$ cat config.mk
export PLATFORM = sky130hd
export DESIGN_NAME = rx_frame_ctrl
export DESIGN_NICKNAME = d
export VERILOG_FILES = /design/src/rtl/uart_rx_pkg.sv /design/src/rtl/rx_frame_ctrl.sv
export SDC_FILE = /design/constraint.sdc
export NUM_CORES = 1
export LEC_CHECK = 0
export BUFFER_PORTS_ARGS = -buffer_cell sky130_fd_sc_hd__clkbuf_2
export CORE_MARGIN = 5
export CORE_UTILIZATION = 30
export DETAILED_ROUTE_END_ITERATION = 16
export MAX_ROUTING_LAYER = met4
export PLACE_DENSITY_LB_ADDON = 0.08
export SYNTH_ARGS = -nofsm -noshare
export SYNTH_HDL_FRONTEND = slang
export SYNTH_SLANG_ARGS = --single-unit
export TNS_END_PERCENT = 20
$ cat constraint.sdc
create_clock -name Clock -period 4.29 [get_ports Clock]
set_clock_uncertainty 0.2 [all_clocks]
set_input_delay 0 -clock Clock [delete_from_list [all_inputs] [get_ports Clock]]
set_output_delay 0 -clock Clock [all_outputs]
set_load 0.01 [all_outputs]
$ cat src/rtl/uart_rx_pkg.sv
// Shared types and constants for the UART receive path.
package uart_rx_pkg;

  typedef enum logic [2:0] {
    IDLE,
    START,
    DATA,
    PARITY,
    STOP
  } rx_state_e;

  localparam logic [1:0] PAR_NONE = 2'b00;
  localparam logic [1:0] PAR_ODD  = 2'b01;
  localparam logic [1:0] PAR_EVEN = 2'b10;

  localparam int unsigned OS16 = 16;
  localparam int unsigned OS8  = 8;

  function automatic logic parity_enabled(input logic [1:0] ptype);
    return (ptype == PAR_ODD) || (ptype == PAR_EVEN);
  endfunction

  function automatic logic [4:0] os_ticks(input logic os16);
    return os16 ? 5'(OS16) : 5'(OS8);
  endfunction

endpackage

$ cat src/rtl/rx_frame_ctrl.sv
// UART receive framing: start validation, mid-bit sampling, LSB-first shift,
// parity/stop checking, all advanced by the oversample tick BaudOut.
module rx_frame_ctrl
  import uart_rx_pkg::*;
#(
  parameter int unsigned DATA_W = 8
) (
  input  logic              Clock,
  input  logic              ResetN,
  input  logic              BaudOut,
  input  logic              OverSel,
  input  logic [1:0]        ParityType,
  input  logic              RxIn,
  output logic [DATA_W-1:0] RxData,
  output logic              Done,
  output logic              ParityErr,
  output logic              StopErr,
  output logic              Busy
);

  localparam int unsigned BCW = $clog2(DATA_W + 1);

  rx_state_e         state_q, state_d;
  logic [3:0]        tick_cnt_q, tick_cnt_d;
  logic [BCW-1:0]    bit_cnt_q, bit_cnt_d;
  logic [DATA_W-1:0] shift_q, shift_d;
  logic [DATA_W-1:0] rx_data_q, rx_data_d;
  logic              os16_q, os16_d;
  logic [1:0]        par_q, par_d;
  logic              perr_q, perr_d;
  logic              done_q, done_d;
  logic              parity_err_q, parity_err_d;
  logic              stop_err_q, stop_err_d;

  logic [4:0]        os;
  logic [4:0]        os_half;
  logic [4:0]        tick_next;

  assign os        = os_ticks(os16_q);
  assign os_half   = os >> 1;
  // 5-bit so the 16x wrap point (15 + 1) is comparable without overflow
  assign tick_next = {1'b0, tick_cnt_q} + 5'd1;

  always_comb begin
    state_d      = state_q;
    tick_cnt_d   = tick_cnt_q;
    bit_cnt_d    = bit_cnt_q;
    shift_d      = shift_q;
    rx_data_d    = rx_data_q;
    os16_d       = os16_q;
    par_d        = par_q;
    perr_d       = perr_q;
    done_d       = 1'b0;
    parity_err_d = parity_err_q;
    stop_err_d   = stop_err_q;

    if (BaudOut) begin
      case (state_q)
        IDLE: begin
          if (!RxIn) begin
            state_d    = START;
            tick_cnt_d = 4'd1;
            os16_d     = OverSel;
            par_d      = ParityType;
            perr_d     = 1'b0;
          end
        end
        START: begin
          if (tick_next == os_half) begin
            tick_cnt_d = '0;
            if (RxIn) begin
              state_d = IDLE;
            end else begin
              state_d   = DATA;
              bit_cnt_d = '0;
            end
          end else begin
            tick_cnt_d = tick_next[3:0];
          end
        end
        DATA: begin
          if (tick_next == os) begin
            tick_cnt_d = '0;
            shift_d    = {RxIn, shift_q[DATA_W-1:1]};
            bit_cnt_d  = bit_cnt_q + BCW'(1);
            if (bit_cnt_q == BCW'(DATA_W - 1)) begin
              state_d = parity_enabled(par_q) ? PARITY : STOP;
            end
          end else begin
            tick_cnt_d = tick_next[3:0];
          end
        end
        PARITY: begin
          if (tick_next == os) begin
            tick_cnt_d = '0;
            perr_d     = ((^shift_q) ^ RxIn) != (par_q == PAR_ODD);
            state_d    = STOP;
          end else begin
            tick_cnt_d = tick_next[3:0];
          end
        end
        STOP: begin
          // back to IDLE at mid-stop so a following start edge is caught at once
          if (tick_next == os) begin
            tick_cnt_d   = '0;
            state_d      = IDLE;
            done_d       = 1'b1;
            rx_data_d    = shift_q;
            parity_err_d = perr_q;
            stop_err_d   = ~RxIn;
          end else begin
            tick_cnt_d = tick_next[3:0];
          end
        end
        default: state_d = IDLE;
      endcase
    end
  end

  always_ff @(posedge Clock or negedge ResetN) begin
    if (!ResetN) begin
      state_q      <= IDLE;
      tick_cnt_q   <= '0;
      bit_cnt_q    <= '0;
      shift_q      <= '0;
      rx_data_q    <= '0;
      os16_q       <= 1'b0;
      par_q        <= PAR_NONE;
      perr_q       <= 1'b0;
      done_q       <= 1'b0;
      parity_err_q <= 1'b0;
      stop_err_q   <= 1'b0;
    end else begin
      state_q      <= state_d;
      tick_cnt_q   <= tick_cnt_d;
      bit_cnt_q    <= bit_cnt_d;
      shift_q      <= shift_d;
      rx_data_q    <= rx_data_d;
      os16_q       <= os16_d;
      par_q        <= par_d;
      perr_q       <= perr_d;
      done_q       <= done_d;
      parity_err_q <= parity_err_d;
      stop_err_q   <= stop_err_d;
    end
  end

  assign RxData    = rx_data_q;
  assign Done      = done_q;
  assign ParityErr = parity_err_q;
  assign StopErr   = stop_err_q;
  assign Busy      = (state_q != IDLE);

endmodule

==> flow_summary.ini <==
[floorplanning]
core_area_um2 = 6350
fp.dieW_um = 91.00
i_o_pin_count = 19
initial_core_util_pct = 31.00
floorplan_die_height_um = 91.00
design.die.area_um2 = 8280
rows = 29

[logic_synthesis]
synthDominantCellAreaShare_pct = 43.23
synth_cells = 174
dominantRegCellSynth = sky130_fd_sc_hd__dfrtp_1
postSynthAreaPerCell_um2 = 11.31
synth_async_sr_flop_share_pct = 100.0
synth_commonest_cells = sky130_fd_sc_hd__dfrtp_1, sky130_fd_sc_hd__mux2_2, sky130_fd_sc_hd__nand2_1
mappedNetlistNets = 185
ys_seq_area_share_pct = 43.23
synth-warning-count = 0
mappedNetlistArea_um2 = 1968
yosys.cell_count.top_type = sky130_fd_sc_hd__dfrtp_1
yosys_register_bits = 34
synth_edf_count = 0
post_synth_main_area_contributors = sky130_fd_sc_hd__dfrtp_1, sky130_fd_sc_hd__mux2_2, sky130_fd_sc_hd__mux2_4
synth_cell_type_count = 50
post-synth-top-area-cell = sky130_fd_sc_hd__dfrtp_1

[grt]
grt.overflow.total = 0
antenna_found_initial = 0
track_usage_pct = 10.54
first_pass_grt_wire_length_um = 6775
grt_pass1_vias = 1327
grt_start_max_net_pins = 35

[final_layout]
multi_input_area_um2 = 998.5
area_used_by_sequential_logic_in_the_layout_um2 = 850.8
areaGrowthSynthToFinish_pct = 13.22
n_fill_cell = 637
antenna_diode_count = 0
post_route_cells_drive_above_1_share_pct = 33.84
design.final.nets = 208
layout.cells.non_filler = 275

[power]
swShare_pct = 38.35
clock_power_share_pct = 21.0
power.combinational.fraction_pct = 39.0
worst_ir_drop_vdd_mv = 0.1955
switching_power_uw = 456.5
power.internal_uw = 733.8
power_per_cell_area_nw_per_um2 = 534.2
seq_power_share_pct = 40.0
finalPower_uw = 1190
power.leakage_uw = 0.001031

[worst_setup_path]
reg2regPathDepth = 5
setup.worst_path.end_class = flop
worst_setup_path_start_kind = flop
setup.worst_path.class = reg -> reg
critPathArrivalTime_ps = 2910
critical_path_required_ps = 4260
timing.critical_path.fanout_max = 11

[sta]
timing.final.setup_violations = 0
grt_setup_unrepaired = no
fin_crit_sh_pct = 68.53
fin_setup_tns_ps = 0
finalHoldWorstSlack_ps = 148.8
maxSlewViolCount = 0
timing.fmax_mhz = 340.2
timing.final.hold_violations = 0
max-slew-margin-rel_pct = 43.47
min_period_ps = 2940
postLayoutSetupSlackWorst_ps = 1350
max_slew.worst_pin.slew_ps = 847.9

[cts]
post-cts-setup-buffers = 0
clock-sinks = 34
worst_setup_hold_path_clk_slew_ps = 70
post_cts_hold_buffer_count = 6
tritoncts = yes
cts_buffers = 5
cts-resized-gates = 0
clk_root_buffer_cell = sky130_fd_sc_hd__clkbuf_8
clkLatencyLatePin_ps = 290
max-clock-path-buffers = 2
cts-htree-levels = 2

[detailed_routing]
route.vias.total = 1339
routedWlPerCell_um = 14.36
drt_pre_antenna_iters = 4
detail_route.drc_violations = 0
drt_wl_total_um = 3949
vias_per_cell = 4.869
detail-route-antenna-nets = 0
drt_iter0_drc = 35

[outcome]
status = finished, final reports clean

[job]
max_cap_viol_count = 0

[placed_design]
dpl.hpwl_um = 2916
io_buffers = 18
routabilityCongestion = 0.7849
worst_slack_at_placement_ps = 1329
post-place-cells = 261

[worst_hold_path]
hp-class = in -> async
[layout make-up]
class,count,share of cell area (%)
Tap cell,77,4.323
Inverter,10,1.684
Timing Repair Buffer,24,6.738
Multi-Input combinational cell,122,44.81
Clock inverter,2,0.5615
Clock buffer,6,3.706
Sequential cell,34,38.18
[state kept, by name, summed over array words and instances (netlist names), 2 cells and up]
register,flops
RxData,8
shift_q,8
bit_cnt_q,4
tick_cnt_q,4
state_q,3
par_q,2
[final timing paths]
check | from | to | slack, ps
max in group asynchronous | ResetN | os16_q | 3210
worst max register to register | tick_cnt_q[0] | shift_q[1] | 1350
worst min register to register | StopErr | StopErr | 300
worst min-delay path | ResetN | RxData[2] | 150
worst max-delay path | tick_cnt_q[0] | shift_q[1] | 1350
min in group Clock | OverSel | os16_q | 290
[placed cells by master, fill, tap and decap left out, drive strengths merged, types with 2 or more instances in the layout]
cell type	count
dfrtp	34
clkbuf	24
mux2	24
nand2	15
inv	10
xnor2	10
nor2	9
a21oi	8
o21ai	7
dlygate4sd3	6
nand3	5
ha	4
nor3	3
nand4	3
and2	2
nand2b	2
a21boi	2
o31ai	2
a211oi	2
or3b	2
or3	2
[critical path, stage by stage (launching register included)]
cell,delay [ps]
sky130_fd_sc_hd__dfrtp_1,480
sky130_fd_sc_hd__ha_1,330
sky130_fd_sc_hd__or2_2,330
sky130_fd_sc_hd__a211oi_2,730
sky130_fd_sc_hd__nand3_2,390
sky130_fd_sc_hd__mux2_2,370
[cell families (layout without fill, tap and decap cells)]
family / after synthesis / in the layout / share of synthesized area (%)
AOI/OAI and AO/OA: 33 / 33 / 12.91
xor gates and xnor gates: 10 / 10 / 4.450
adders and majority gates: 4 / 4 / 2.543
buffers and inverters: 18 / 42 / 6.039
DFF: 34 / 34 / 43.23
muxes: 24 / 24 / 15.64
and+or+nand+nor: 51 / 51 / 15.19
[per-stage QoR]
step	area (µm²)	utilization (%)
floorplan	1968	-
global placement	2073	32.65
detailed placement	2073	32.65
CTS	2228	35.09
global route	2228	35.09
finish	2228	35.09
[metal layers]
metal,vias up,part of all wire [%],global-route usage [%]
met1,647,48,13.70
met5,-,0,-
met3,5,3.8,2.893
met2,24,48,15.99
met4,0,0.76,3.301
li1,663,-,-
[power groups by stage]
stage               Sequential [µW]  Combinational [µW]  Clock [µW]
finish                          477                 464         250
global route                    491                 523         276
CTS                             476                 471         265
detailed placement              482                 464           0
global placement                480                 460           0
floorplan                       417                 459           0
(Power assumes the default switching activity.)
